**src/rtl/wptr_level_handler.sv**
```systemverilog
// wptr_level_handler: write-side pointer controller of the asynchronous FIFO.
// Keeps the binary and Gray write pointers and derives the RAM write address
// and strobe. The synchronised Gray read pointer is decoded here to produce a
// registered fill level, full / almost-full flags and a sticky overflow flag.
// The optional read-pointer integrity checker is enabled by defining the macro
// WPTR_RPTR_CHECK_EN, which adds the sticky rptr_err output.

module wptr_level_handler #(
   parameter int unsigned PTR_WIDTH    = 3,
   parameter int unsigned AFULL_THRESH = 2**PTR_WIDTH - 2
) (
   input  logic                 clk_w,
   input  logic                 arst_n,
   input  logic                 w_en,
   input  logic                 clr_ovf,
   input  logic [PTR_WIDTH:0]   g_rptr_sync,
   output logic [PTR_WIDTH-1:0] w_addr,
   output logic                 w_fire,
   output logic [PTR_WIDTH:0]   b_wptr,
   output logic [PTR_WIDTH:0]   g_wptr,
   output logic [PTR_WIDTH:0]   w_level,
   output logic                 full,
   output logic                 almost_full,
   output logic                 overflow
`ifdef WPTR_RPTR_CHECK_EN
   ,
   output logic                 rptr_err
`endif
);

   // Pointer-width constants; the extra MSB distinguishes full from empty.
   localparam logic [PTR_WIDTH:0] DEPTH_V = {1'b1, {PTR_WIDTH{1'b0}}};
   localparam logic [PTR_WIDTH:0] AFULL_V = AFULL_THRESH[PTR_WIDTH:0];
   localparam logic [PTR_WIDTH:0] PTR_ONE = {{PTR_WIDTH{1'b0}}, 1'b1};

   logic [PTR_WIDTH:0] b_wptr_q, b_wptr_d;
   logic [PTR_WIDTH:0] g_wptr_q, g_wptr_d;
   logic [PTR_WIDTH:0] w_level_q, w_level_d;
   logic               full_q, full_d;
   logic               afull_q, afull_d;
   logic               ovf_q, ovf_d;
   logic [PTR_WIDTH:0] b_rptr;

   // Write acceptance: a write is taken only when the FIFO is not full.
   always_comb begin
      w_fire = w_en & ~full_q;
   end

   // Decode the synchronised Gray read pointer by an XOR prefix from the MSB.
   always_comb begin
      b_rptr            = '0;
      b_rptr[PTR_WIDTH] = g_rptr_sync[PTR_WIDTH];
      for (int i = int'(PTR_WIDTH) - 1; i >= 0; i--) begin
         b_rptr[i] = b_rptr[i+1] ^ g_rptr_sync[i];
      end
   end

   // Next pointers, level and flags; level arithmetic wraps modulo 2**(PTR_WIDTH+1).
   always_comb begin
      b_wptr_d  = b_wptr_q + {{PTR_WIDTH{1'b0}}, w_fire};
      g_wptr_d  = b_wptr_d ^ (b_wptr_d >> 1);
      w_level_d = b_wptr_d - b_rptr;
      // Exact compare: an out-of-range level from a corrupt read pointer never
      // reads as full.
      full_d    = (w_level_d == DEPTH_V);
      afull_d   = (w_level_d >= AFULL_V);
   end

   // Sticky overflow: a rejected write sets it, and setting beats clearing.
   always_comb begin
      ovf_d = ovf_q;
      if (clr_ovf) begin
         ovf_d = 1'b0;
      end
      if (w_en && full_q) begin
         ovf_d = 1'b1;
      end
   end

   // Write-domain state register; everything clears asynchronously on reset.
   always_ff @(posedge clk_w or negedge arst_n) begin
      if (!arst_n) begin
         b_wptr_q  <= '0;
         g_wptr_q  <= '0;
         w_level_q <= '0;
         full_q    <= 1'b0;
         afull_q   <= (AFULL_V == '0);
         ovf_q     <= 1'b0;
      end else begin
         b_wptr_q  <= b_wptr_d;
         g_wptr_q  <= g_wptr_d;
         w_level_q <= w_level_d;
         full_q    <= full_d;
         afull_q   <= afull_d;
         ovf_q     <= ovf_d;
      end
   end

`ifdef WPTR_RPTR_CHECK_EN
   logic [PTR_WIDTH:0] g_rptr_prev_q;
   logic [PTR_WIDTH:0] g_rptr_diff;
   logic               rptr_err_q, rptr_err_d;
   logic               multi_bit;

   // A legal synchronised Gray pointer moves by at most one bit per cycle and
   // can never imply a level beyond the FIFO depth.
   always_comb begin
      g_rptr_diff = g_rptr_sync ^ g_rptr_prev_q;
      multi_bit   = |(g_rptr_diff & (g_rptr_diff - PTR_ONE));
      rptr_err_d  = rptr_err_q | multi_bit | (w_level_d > DEPTH_V);
   end

   // Checker history and sticky error; only reset clears the error.
   always_ff @(posedge clk_w or negedge arst_n) begin
      if (!arst_n) begin
         g_rptr_prev_q <= '0;
         rptr_err_q    <= 1'b0;
      end else begin
         g_rptr_prev_q <= g_rptr_sync;
         rptr_err_q    <= rptr_err_d;
      end
   end

   assign rptr_err = rptr_err_q;
`else
   // Keeps the unused constant referenced in the default build.
   logic unused_ptr_one;
   assign unused_ptr_one = ^PTR_ONE;
`endif

   assign w_addr      = b_wptr_q[PTR_WIDTH-1:0];
   assign b_wptr      = b_wptr_q;
   assign g_wptr      = g_wptr_q;
   assign w_level     = w_level_q;
   assign full        = full_q;
   assign almost_full = afull_q;
   assign overflow    = ovf_q;

endmodule

```
**config.mk**
```make
export PLATFORM = sky130hd
export DESIGN_NAME = wptr_level_handler
export DESIGN_NICKNAME = d
export VERILOG_FILES = /design/src/rtl/wptr_level_handler.sv
export SDC_FILE = /design/constraint.sdc
export NUM_CORES = 1
export LEC_CHECK = 0
export ABC_AREA = 1
export BUFFER_PORTS_ARGS = -buffer_cell sky130_fd_sc_hd__buf_2
export CAP_MARGIN = 40
export CORE_MARGIN = 1.5
export CORE_UTILIZATION = 30
export CTS_CLUSTER_SIZE = 40
export DETAILED_ROUTE_END_ITERATION = 12
export HOLD_SLACK_MARGIN = 0.06
export SYNTH_ARGS = -nofsm -noshare
export SYNTH_HDL_FRONTEND = slang
export SYNTH_SLANG_ARGS = --single-unit
```
**constraint.sdc**
```tcl
create_clock -name clk_w -period 3 [get_ports clk_w]
set_input_delay 0.3 -clock clk_w [delete_from_list [all_inputs] [get_ports clk_w]]
set_output_delay 0.3 -clock clk_w [all_outputs]
set_load 0.01 [all_outputs]
```
==> out/summary.json <==
{
  "outcome": {"value": "finished, final reports clean"},
  "number_of_antenna_cells_inserted": {"value": 0},
  "drv_slew": {"value": 0},
  "grt_first_pass_wirelength": {"value": 2230, "unit": "um"},
  "synth_cells": {"value": 87},
  "ctsLongestPathBuffers": {"value": 2},
  "holdPathEnd": {"value": "overflow"},
  "finClkSkew": {"value": 0.00576, "unit": "ns"},
  "grt_pass1_vias": {"value": 521},
  "rsz_0062_raised_after_global_routing": {"value": "no"},
  "fin_crit": {"value": 2.11, "unit": "ns"},
  "postCtsSetupRepairBufs": {"value": 0},
  "ir_worst_vdd": {"value": 345, "unit": "uV"},
  "avgViaCountPerCell": {"value": 4.19},
  "remaining_drc_errors": {"value": 0},
  "final_min_period_over_clock_period": {"value": 0.702},
  "maxCapViolCount": {"value": 0},
  "antenna_found_initial": {"value": 0},
  "fin_area": {"value": 951, "unit": "sq um"},
  "number_of_enable_flip_flop_cells_after_synthesis": {"value": 0},
  "rr_worst_depth": {"value": 10},
  "via_count": {"value": 599},
  "worst_pin_slew": {"value": 0.303, "unit": "ns"},
  "post_route_cells_drive_above_1_share": {"value": 0.363},
  "port_buffers": {"value": 26},
  "placeableCoreArea": {"value": 0.00248, "unit": "sq mm"},
  "synthesis.area_per_instance": {"value": 8.97, "unit": "sq um"},
  "worst_ep_arrival_time": {"value": 2.26, "unit": "ns"},
  "tritoncts_clock_tree": {"value": "built"},
  "postSynth.topFlopCell": {"value": "dfrtp_1"},
  "fin_setup_tns": {"value": 0, "unit": "ns"},
  "place_worst_setup_slack": {"value": 0.874, "unit": "ns"},
  "net_count_after_synthesis": {"value": 100},
  "final_nets": {"value": 128},
  "worst_r2r_endpoint": {"value": "almost_full"},
  "start_util": {"value": 0.315},
  "die_w": {"value": 54.0, "unit": "um"},
  "yosys_warnings": {"value": 0},
  "globalRouteOverflowTotal": {"value": 0},
  "drtAntennaViolNets": {"value": 0},
  "worst_r2r_startpoint": {"value": "full"},
  "fmax": {"value": 0.475, "unit": "GHz"},
  "power.static_leakage": {"value": 0.543, "unit": "nW"},
  "routedWlPerCell": {"value": 9.33, "unit": "um"},
  "synth_area_leaders": {"value": "dfrtp_1 (45%), nand2_1 (9.6%), inv_1 (6.7%)"},
  "hold_path_class": {"value": "in -> reg"},
  "yosys.area.top_type_share": {"value": 0.449},
  "critical_path.cell_chain": {"value": "nor2_1 -> ha_1 -> ha_1 -> ha_1 -> a21oi_1 -> nand2_1 -> nand2_1 -> nand2_1 -> nand2_2 -> nand2_1"},
  "row_count": {"value": 18},
  "cts_buffers": {"value": 3},
  "number_of_synthesized_register_bits": {"value": 14},
  "synthArstFlopShare": {"value": 1.00},
  "worst_path_most_repeated_cell": {"value": "nand2_1"},
  "detail_route.wirelength": {"value": 1330, "unit": "um"},
  "clock_insertion_delay_worst_skew": {"value": 0.26, "unit": "ns"},
  "worstSetupEndpointType": {"value": "flip-flop"},
  "drt_first_pass_iters": {"value": 4},
  "critical_path_depth": {"value": 10},
  "area_delta_synth_final": {"value": 21.8, "unit": "%"},
  "timing.final.ws_setup": {"value": 0.895, "unit": "ns"},
  "grt_start_max_net_pins": {"value": 15},
  "fillCellCount": {"value": 271},
  "max_slew_margin": {"value": 0.798},
  "clock_sinks": {"value": 14},
  "cp.buffers_inverters": {"value": 0},
  "placedInstanceArea": {"value": 918, "unit": "sq um"},
  "cts_max_level": {"value": 1},
  "hpwlAfterDp": {"value": 1090, "unit": "um"},
  "final_cells": {"value": 143},
  "global_route.usage.total": {"value": 0.107},
  "critical_path.startpoint_type": {"value": "flip-flop"},
  "worst-setup-path-type": {"value": "reg -> reg"},
  "synth_top_area_cell": {"value": "dfrtp_1"},
  "synthDistinctLibCells": {"value": 19},
  "timing.final.hold_violations": {"value": 0},
  "critical_path.top_delay_family": {"value": "adder cells"},
  "worst_path_largest_cell_delay": {"value": 0.39, "unit": "ns"},
  "die-area": {"value": 0.00292, "unit": "sq mm"},
  "dp.cells": {"value": 139},
  "setup_violations": {"value": 0},
  "hold_path.startpoint": {"value": "clr_ovf"},
  "clock_transition_time_at_the_flip_flop_clock_pins_of_the_worst_setup_and_hold_paths": {"value": 0.07, "unit": "ns"},
  "drt-initial-drc-count": {"value": 15},
  "worst_ep_required_time": {"value": 3.16, "unit": "ns"},
  "worst_path_max_delay_cell": {"value": "dfrtp_1"},
  "ioPinCount": {"value": 27},
  "cp_max_fo": {"value": 5},
  "setup_slack_of_the_worst_register_to_register_path": {"value": 0.89, "unit": "ns"},
  "yosysSeqAreaShare": {"value": 0.449},
  "worst_hold_path.num_cells": {"value": 2},
  "p_per_area": {"value": 1080, "unit": "mW/mm^2"},
  "mappedNetlistArea": {"value": 781, "unit": "sq um"},
  "gp_routability_congestion": {"value": 0.723},
  "clockRootBuffer": {"value": "clkbuf_4"},
  "die-height": {"value": 54.0, "unit": "um"}
}
[worst max path at each step]
stage / start / endpoint / slack [ns]
after detailed placement: w_en / full / 0.87
final: full / almost_full / 0.89
after global placement: w_en / almost_full / 0.93
after CTS: full / almost_full / 0.89
after floorplan: full / almost_full / 0.90
after global routing: full / almost_full / 0.71
[final cells by class]
type / count / area, sq um / share of cell area
well taps: 30 / 37.5 / 0.0395
multi-input cells: 53 / 340 / 0.358
flip-flops and latches: 14 / 350 / 0.368
repair buffers: 27 / 140 / 0.147
inverters: 16 / 60.1 / 0.0632
clock buffers: 3 / 22.5 / 0.0237
[state kept, by name, summed over array words and instances (netlist names)]
name,cells
overflow,1
b_wptr,4
w_level,4
almost_full,1
g_wptr,3
full,1
[power by group]
part           switching (W)  internal [W]  total (W)
registers          0.0000505      0.000282   0.000332
clock network      0.0000518     0.0000463  0.0000981
logic               0.000358      0.000240   0.000598
[per-layer routing]
metal  wire length [um]  vias up  global-route usage
met3                 78        2              0.0250
li1                   -      315                   -
met1                617      264               0.137
met4                 12        0              0.0500
met2                626       18               0.169
met5                  0        -                   0
[per-stage QoR]
stage               total power (W)  utilization  hold WS (ns)
floorplan                  0.000786            -       0.00441
global placement           0.000930        0.371         0.205
detailed placement         0.000941        0.371         0.214
CTS                         0.00104        0.384         0.231
global route                0.00115        0.384         0.230
finish                      0.00103        0.384         0.237
[synth_stat cells (2+ instances only)]
cell and instances:
nor2_1 2, inv_2 2, nand2_4 3, nand2_2 4, ha_1 4, nand3_1 8, inv_1 14, nand2_1 20
buf_4 4, xor2_1 3, nand4_1 2, dfrtp_1 14
[layout by cell type (no fill, tap or decap), types with 2 or more instances in the layout]
cell type   n
inv_1      14
xor2_1      3
inv_2       2
nand2_4     3
dfrtp_1    14
nand4_1     2
nand2_2     4
nand2_1    20
ha_1        4
buf_2      26
nand3_1     8
nor2_1      2
clkbuf_4    3
[kinds of logic after synthesis]
logic type	synth area share
flops	0.449
buf+inv	0.115
compound gates	0.0240
fa+ha+maj	0.0897
xor+xnor	0.0657
simple gates	0.256
[what timing repair did]
item / in CTS / in global routing
hold endpoints to repair: 14 / 0
gates resized for setup: 0 / 0
hold buffers: 1 / 0
Note: power is estimated with default switching activity, not from simulation.
